$ cat src/rtl/mem_stage.sv
// MEM stage of the pipelined MIPS core: EX/MEM and MEM/WB registers, data-memory
// handshake with timeout, alignment checking and EX-stage forwarding taps.
module mem_stage #(
  parameter int TIMEOUT = 200,
  parameter int TO_W    = 8
) (
  input  logic        clk,
  input  logic        reset,
  input  logic        ex_valid,
  input  logic        ex_regwrite,
  input  logic        ex_memtoreg,
  input  logic        ex_memwrite,
  input  logic [31:0] ex_aluout,
  input  logic [31:0] ex_writedata,
  input  logic [4:0]  ex_writereg,
  output logic        mem_stall,
  output logic        dmem_req,
  output logic        dmem_we,
  output logic [31:0] dmem_addr,
  output logic [31:0] dmem_wdata,
  input  logic        dmem_ack,
  input  logic [31:0] dmem_rdata,
  output logic        fwd_mem_valid,
  output logic [4:0]  fwd_mem_reg,
  output logic [31:0] fwd_mem_data,
  output logic        wb_valid,
  output logic        wb_regwrite,
  output logic [4:0]  wb_writereg,
  output logic [31:0] wb_result,
  output logic        bus_err,
  output logic        align_err
);

  typedef enum logic [1:0] {IDLE, ACCESS, ERROR} state_t;

  localparam logic [TO_W-1:0] TO_LIM = TO_W'(TIMEOUT);

  state_t          state_q, state_d;
  logic [TO_W-1:0] cnt_q, cnt_d;

  logic        exm_valid_q, exm_valid_d;
  logic        exm_regwrite_q, exm_regwrite_d;
  logic        exm_memtoreg_q, exm_memtoreg_d;
  logic        exm_memwrite_q, exm_memwrite_d;
  logic [31:0] exm_aluout_q, exm_aluout_d;
  logic [31:0] exm_wdata_q, exm_wdata_d;
  logic [4:0]  exm_writereg_q, exm_writereg_d;

  logic        wb_valid_q, wb_valid_d;
  logic        wb_regwrite_q, wb_regwrite_d;
  logic [4:0]  wb_writereg_q, wb_writereg_d;
  logic [31:0] wb_result_q, wb_result_d;

  logic        bus_err_q, bus_err_d;
  logic        align_err_q, align_err_d;

  logic        stall;
  logic        ex_memop;

  // Register-file write enable; stores and $zero never write.
  function automatic logic wr_en(input logic vld, input logic rw, input logic mw,
                                 input logic [4:0] rd);
    return vld & rw & ~mw & (rd != 5'd0);
  endfunction

  always_comb begin
    stall = 1'b0;
    unique case (state_q)
      IDLE:    stall = 1'b0;
      ACCESS:  stall = ~dmem_ack;
      ERROR:   stall = 1'b1;
      default: stall = 1'b0;
    endcase
  end

  assign ex_memop = ex_valid & (ex_memtoreg | ex_memwrite);

  always_comb begin
    state_d        = state_q;
    cnt_d          = cnt_q;
    exm_valid_d    = exm_valid_q;
    exm_regwrite_d = exm_regwrite_q;
    exm_memtoreg_d = exm_memtoreg_q;
    exm_memwrite_d = exm_memwrite_q;
    exm_aluout_d   = exm_aluout_q;
    exm_wdata_d    = exm_wdata_q;
    exm_writereg_d = exm_writereg_q;
    wb_valid_d     = wb_valid_q;
    wb_regwrite_d  = wb_regwrite_q;
    wb_writereg_d  = wb_writereg_q;
    wb_result_d    = wb_result_q;
    bus_err_d      = bus_err_q;
    align_err_d    = align_err_q;

    if (state_q == ACCESS && !dmem_ack) begin
      cnt_d = cnt_q + TO_W'(1);
      if (cnt_d == TO_LIM) begin
        state_d   = ERROR;
        bus_err_d = 1'b1;
      end
    end

    // EX/MEM capture; an ack completes the outstanding access in the same edge
    if (!stall) begin
      exm_valid_d    = ex_valid;
      exm_regwrite_d = ex_regwrite;
      exm_memtoreg_d = ex_memtoreg;
      exm_memwrite_d = ex_memwrite;
      exm_aluout_d   = ex_aluout;
      exm_wdata_d    = ex_writedata;
      exm_writereg_d = ex_writereg;
      if (ex_memop && ex_aluout[1:0] == 2'b00) begin
        state_d = ACCESS;
        cnt_d   = '0;
      end else if (ex_memop) begin
        state_d     = ERROR;
        align_err_d = 1'b1;
      end else begin
        state_d = IDLE;
      end
    end

    // MEM/WB: bubble while stalled, otherwise retire the EX/MEM instruction
    if (stall) begin
      wb_valid_d    = 1'b0;
      wb_regwrite_d = 1'b0;
    end else begin
      wb_valid_d    = exm_valid_q;
      wb_regwrite_d = wr_en(exm_valid_q, exm_regwrite_q, exm_memwrite_q, exm_writereg_q);
      wb_writereg_d = exm_writereg_q;
      wb_result_d   = exm_memtoreg_q ? dmem_rdata : exm_aluout_q;
    end
  end

  always_ff @(posedge clk) begin
    if (reset) begin
      state_q        <= IDLE;
      cnt_q          <= '0;
      exm_valid_q    <= 1'b0;
      exm_regwrite_q <= 1'b0;
      exm_memtoreg_q <= 1'b0;
      exm_memwrite_q <= 1'b0;
      exm_aluout_q   <= '0;
      exm_wdata_q    <= '0;
      exm_writereg_q <= '0;
      wb_valid_q     <= 1'b0;
      wb_regwrite_q  <= 1'b0;
      wb_writereg_q  <= '0;
      wb_result_q    <= '0;
      bus_err_q      <= 1'b0;
      align_err_q    <= 1'b0;
    end else begin
      state_q        <= state_d;
      cnt_q          <= cnt_d;
      exm_valid_q    <= exm_valid_d;
      exm_regwrite_q <= exm_regwrite_d;
      exm_memtoreg_q <= exm_memtoreg_d;
      exm_memwrite_q <= exm_memwrite_d;
      exm_aluout_q   <= exm_aluout_d;
      exm_wdata_q    <= exm_wdata_d;
      exm_writereg_q <= exm_writereg_d;
      wb_valid_q     <= wb_valid_d;
      wb_regwrite_q  <= wb_regwrite_d;
      wb_writereg_q  <= wb_writereg_d;
      wb_result_q    <= wb_result_d;
      bus_err_q      <= bus_err_d;
      align_err_q    <= align_err_d;
    end
  end

  assign mem_stall     = stall;
  assign dmem_req      = (state_q == ACCESS);
  assign dmem_we       = dmem_req & exm_memwrite_q;
  assign dmem_addr     = {exm_aluout_q[31:2], 2'b00};
  assign dmem_wdata    = exm_wdata_q;
  // Loads are excluded: their data is not available until WB.
  assign fwd_mem_valid = exm_valid_q & exm_regwrite_q & ~exm_memtoreg_q & (exm_writereg_q != 5'd0);
  assign fwd_mem_reg   = exm_writereg_q;
  assign fwd_mem_data  = exm_aluout_q;
  assign wb_valid      = wb_valid_q;
  assign wb_regwrite   = wb_regwrite_q;
  assign wb_writereg   = wb_writereg_q;
  assign wb_result     = wb_result_q;
  assign bus_err       = bus_err_q;
  assign align_err     = align_err_q;

endmodule

$ cat config.mk
export PLATFORM = sky130hd
export DESIGN_NAME = mem_stage
export DESIGN_NICKNAME = d
export VERILOG_FILES = /design/src/rtl/mem_stage.sv
export SDC_FILE = /design/constraint.sdc
export NUM_CORES = 1
export LEC_CHECK = 0
export CAP_MARGIN = 20
export CORE_MARGIN = 2
export CORE_UTILIZATION = 41
export DETAILED_ROUTE_END_ITERATION = 10
export PLACE_DENSITY = 0.91
export SLEW_MARGIN = 20
export SYNTH_ARGS = -nofsm -noshare
export SYNTH_HDL_FRONTEND = slang
export SYNTH_SLANG_ARGS = --single-unit
$ cat constraint.sdc
create_clock -name clk -period 1.8 [get_ports clk]
set_input_delay 0.36 -clock clk [delete_from_list [all_inputs] [get_ports clk]]
set_output_delay 0.36 -clock clk [all_outputs]
set_load 0.02 [all_outputs]
======== Yosys cells after proc, flatten, opt, wreduce, memory -nomap -nowiden ========
Index checks and enable logic that the tools add are counted.
storage, ports and cells
  bits in latches ......................... 0
  logic and storage cells ................. 53
  bits of input ports ..................... 108
  register bits after elaboration ......... 124
  memories kept ........................... 0
  memory bits (read-only) ................. 0
  output and inout bits ................... 146
  bits in writable memories ............... 0
operators by class
  add/sub/neg operators ................... 1
  reductions and logical operators ........ 9
  multiply operators ...................... 0
  bitwise operators ....................... 13
  muxes and demuxes ....................... 10
  equal/unequal tests ..................... 5
  shift operators ......................... 0
  divide/modulo/power cells ............... 0
  magnitude comparators ................... 0
operators with widths
  cell                                                                     count
  32-bit two-way mux                                                       1
  8-bit two-way mux                                                        3
  2-bit two-way mux                                                        5
  8-bit by 1-bit adder with 8-bit output, second input constant            1
  8-bit == test, second input constant                                     1
  1-bit AND                                                                7
  1-bit NOT                                                                5
  5-bit nonzero test                                                       1
  2-bit by 1-bit inequality test with 1-bit output, second input constant  2
  2-bit AND reduction                                                      2
  3-bit AND reduction                                                      1
  2-bit by 1-bit == test with 1-bit output, second input constant          1
  2-bit == test, second input constant                                     1
  1-bit logical AND                                                        2
  2-bit zero test                                                          1
  1-bit one-hot mux with 2 select lines                                    1
  2-bit OR reduction                                                       1
  1-bit zero test                                                          1
  1-bit bitwise OR                                                         1

======== Depth between registers and ports, before layout ========
  depth after elaboration ................. 5
  gate-level depth with buffers ........... 9
  depth with buffers taken out ............ 7

======== Least setup slack after synthesis ========
OpenSTA, ideal clock, no wires.
  path kind ............................... register -> output
  start ................................... register state_q[1]
  end ..................................... output port mem_stall
  path buffers ............................ 2
  required time ........................... 1440 ps
  arrival ................................. 1418 ps
  stages on the path, launching flop included .. 8
  path slack .............................. 22 ps
  cell sequence ........................... dfxtp_1 -> inv_1 -> ha_1 -> nand2b_4 -> a21o_1 -> inv_1 -> buf_4 -> buf_2
between the ends
  cells in the longest elaborated chain, start to end .. 2
  elaborated cells between the ends (all ways) .. 3
  those cells by class .................... 2 x eq/ne; 1 x mux
RTL lines
  what                                      line  text
  from (decl)                               38    state_t state_q, state_d;
  from (signal assigned)                    153   state_q <= state_d;
  2-bit by 1-bit == test with 1-bit output  --
  via dmem_req                              17    output logic dmem_req,
  1-bit one-hot mux with 2 select lines     68    unique case (state_q)
  to (decl)                                 16    output logic mem_stall,
The timed path passes the listed nets, and every way through them passes these cells.

======== Worst setup path after layout ========
  start ................................... register exm_writereg_q[4] (netlist: fwd_mem_reg[4])
  end ..................................... output port fwd_mem_valid
between the ends
  cells in the longest elaborated chain, start to end .. 2
RTL lines
  what                    line  text
  from (decl)             47    logic [4:0] exm_writereg_q, exm_writereg_d;
  from (signal assigned)  161   exm_writereg_q <= exm_writereg_d;
  5-bit nonzero test      177   assign fwd_mem_valid = exm_valid_q & exm_regwrite_q & ~exm_memtoreg_q & (exm_writereg_q != 5'd0);
  1-bit AND               177
  to (decl)               23    output logic fwd_mem_valid,
Every way passes these cells.

==> impl_metrics.env <==
export IMPL_status="finished, violations left"
export IMPL_violations="setup timing"
export IMPL_grt_usage_pct=22.4
export IMPL_syn2layout_area_growth_pct=61.9
export IMPL_rr_endpoint="state_q[0]"
export IMPL_nFillCells=951
export IMPL_grt_pass1_vias=4736
export IMPL_drc=0
export IMPL_fin_worst_skew_ns=0.00677
export IMPL_worstRegToRegCells=8
export IMPL_io_pins=254
export IMPL_drtPass1Iterations=4
export IMPL_crit_fanout=2
export IMPL_hold_class="in -> reg"
export IMPL_wl_mm=15.5
export IMPL_htreeDepth=4
export IMPL_grt_setup_unrepaired="true"
export IMPL_required_ns=1.44
export IMPL_leakage_nw=3.75
export IMPL_rows=41
export IMPL_ys_ff_latch=124
export IMPL_fmax_ghz=0.497
export IMPL_max_vdd_ir_drop_v=0.000736
export IMPL_core_area_sq_mm=0.0125
export IMPL_via_count=4892
export IMPL_start_util_pct=41.6
export IMPL_min_period_ns=2.01
export IMPL_tightest_slew_ns=0.620
export IMPL_die_width_microns=116
export IMPL_gp_congestion=0.763
export IMPL_cts_tree="done"
export IMPL_ant_nets=0
export IMPL_hold_viol=0
export IMPL_grt_overflow=0
export IMPL_synth_warnings=0
export IMPL_dp_hpwl_mm=10.7
export IMPL_clock_latency_ns=0.42
export IMPL_setup_viol=1
export IMPL_cts_root_buffer_cell="clkbuf_16"
export IMPL_post_place_ws_ns=-0.375
export IMPL_maxCapViolations=0
export IMPL_cts_buffers=17
export IMPL_rrSetupSlack_ns=0.10
export IMPL_synth_area_sq_mm=0.00518
export IMPL_fin_ws_ns=-0.213
export IMPL_mostFrequentLayoutCell="clkdlybuf4s50_1"
export IMPL_cts_sinks=124
export IMPL_netlist_cell_type_count=37
export IMPL_finalCritPeriodShare_pct=112
export IMPL_postCtsSetupRepairBufs=0
export IMPL_arrival_ns=1.65
export IMPL_nets=930
export IMPL_postSynthAreaPerCell_sq_um=8.70
export IMPL_syn_inst=596
export IMPL_cp_end_kind="output port"
export IMPL_layout_common_cells="184 x clkdlybuf4s50_1, 161 x nand2_1, 121 x dfxtp_1"
export IMPL_dieArea_sq_mm=0.0136
export IMPL_power_density_mw_per_mm2=964
export IMPL_min_from="reset"
export IMPL_drive_above_1_share_pct=13.1
export IMPL_wl_per_cell_microns=15.4
export IMPL_hold_depth=2
export IMPL_yosysSeqAreaShare_pct=47.9
export IMPL_worst_setup_path_start_kind="flop"
export IMPL_relSlewSlack_pct=58.7
export IMPL_path_clk_slew_ns=0.06
export IMPL_worstHoldEndpoint="align_err"
export IMPL_grt_max_degree=76
export IMPL_clock_path_buffers=2
export IMPL_antenna_found_initial=0
export IMPL_io_buffers=251
export IMPL_viasPerCell=4.87
export IMPL_r2r_start="state_q[0]"
export IMPL_critPathKind="reg -> out"
export IMPL_die_h_microns=116
export IMPL_placed_area_sq_mm=0.00773
export IMPL_grt_pass1_wl_mm=23.5
export IMPL_final_area_sq_mm=0.00840
export IMPL_slew_viol_final=0
export IMPL_drt_iter0_drc=298
[final cells by class]
cell class                 instances  area [sq um]  share of cell area [%]
timing repair buffer             277          2790                    33.2
clock buffer                      20           467                    5.56
sequential                       124          2490                    29.6
antenna                            1          2.50                  0.0298
multi-input combinational        394          2280                    27.2
inverter                           5          21.3                   0.253
tap                              172           215                    2.56
clock inverter                    12           138                    1.64
[cells in the mapped netlist (all sizes together)]
master / n / area [sq um]
nand2: 161 / 604
a31oi: 1 / 6.26
ha: 3 / 37.5
nor2b: 1 / 6.26
nor3b: 3 / 22.5
or4: 1 / 7.51
dfxtp: 124 / 2480
a311oi: 1 / 8.76
clkbuf: 18 / 67.6
o221ai: 1 / 8.76
a21o: 2 / 15.0
o21ai: 2 / 10.0
o31ai: 2 / 15.0
and3: 3 / 18.8
and2: 1 / 6.26
nand2b: 2 / 20.0
nor3: 5 / 25.0
and4: 1 / 8.76
a211oi: 32 / 390
nor2: 43 / 161
xor2: 2 / 17.5
nand4: 2 / 12.5
mux2i: 32 / 320
inv: 5 / 18.8
a211o: 1 / 8.76
conb: 1 / 3.75
nor4b: 2 / 23.8
a21oi: 82 / 414
buf: 56 / 394
xnor2: 5 / 43.8
nand3: 1 / 5.00
[worst max-delay path by stage]
stage,from,cells past startpoint,slack (ns),end
detailed placement,dmem_ack,5,-0.37,mem_stall
floorplan,state_q[1],7,0.02,mem_stall
global route,fwd_mem_reg[4],4,-0.28,fwd_mem_valid
CTS,fwd_mem_reg[4],4,-0.26,fwd_mem_valid
global placement,dmem_ack,5,-0.36,mem_stall
finish,fwd_mem_reg[4],4,-0.21,fwd_mem_valid
[critical path, cell delays in order (launching register included)]
cell and delay [ns]:
dfxtp_1 0.30, or4_4 0.55, o21ai_4 0.16, nor3b_2 0.06, buf_4 0.16
[repair_timing]
item                       in CTS  in global routing
resized for setup              72                 28
pin swaps                       2                  3
setup endpoints to repair      57                 49
hold buffers                    0                  0
[kinds of logic after synthesis]
family / synth area share [%]
AND/OR/NAND/NOR: 17.8
AO/OA/AOI/OAI: 16.9
flip-flops: 47.9
buffers and inverters: 9.27
multiplexers: 6.18
XOR/XNOR: 1.18
adder cells (fa/ha/maj): 0.724
other: 0.0723
[stage by stage]
stage	hold slack, ns	total power, mW	cells	setup TNS (ns)	utilization, %
after CTS	0.294	8.15	1004	-0.258	66.7
after floorplan	0.412	3.94	597	0	-
after global routing	0.325	8.39	1004	-0.301	67.3
after global placement	0.437	4.70	973	-16.98	62.0
final	0.312	8.09	1005	-0.213	67.3
after detailed placement	0.445	4.73	973	-20.50	62.0
[layer usage]
metal	wire [microns]	track usage (%)
met5	0	0
met4	369	9.29
met3	1360	6.90
met2	7670	38.6
met1	6060	25.8
[where the power goes]
group / switching [mW] / internal [mW]
registers: 0.133 / 2.95
clock network: 1.29 / 2.16
logic: 0.784 / 0.783
total: 2.21 / 5.88
Power figures use the tool's default switching activity.
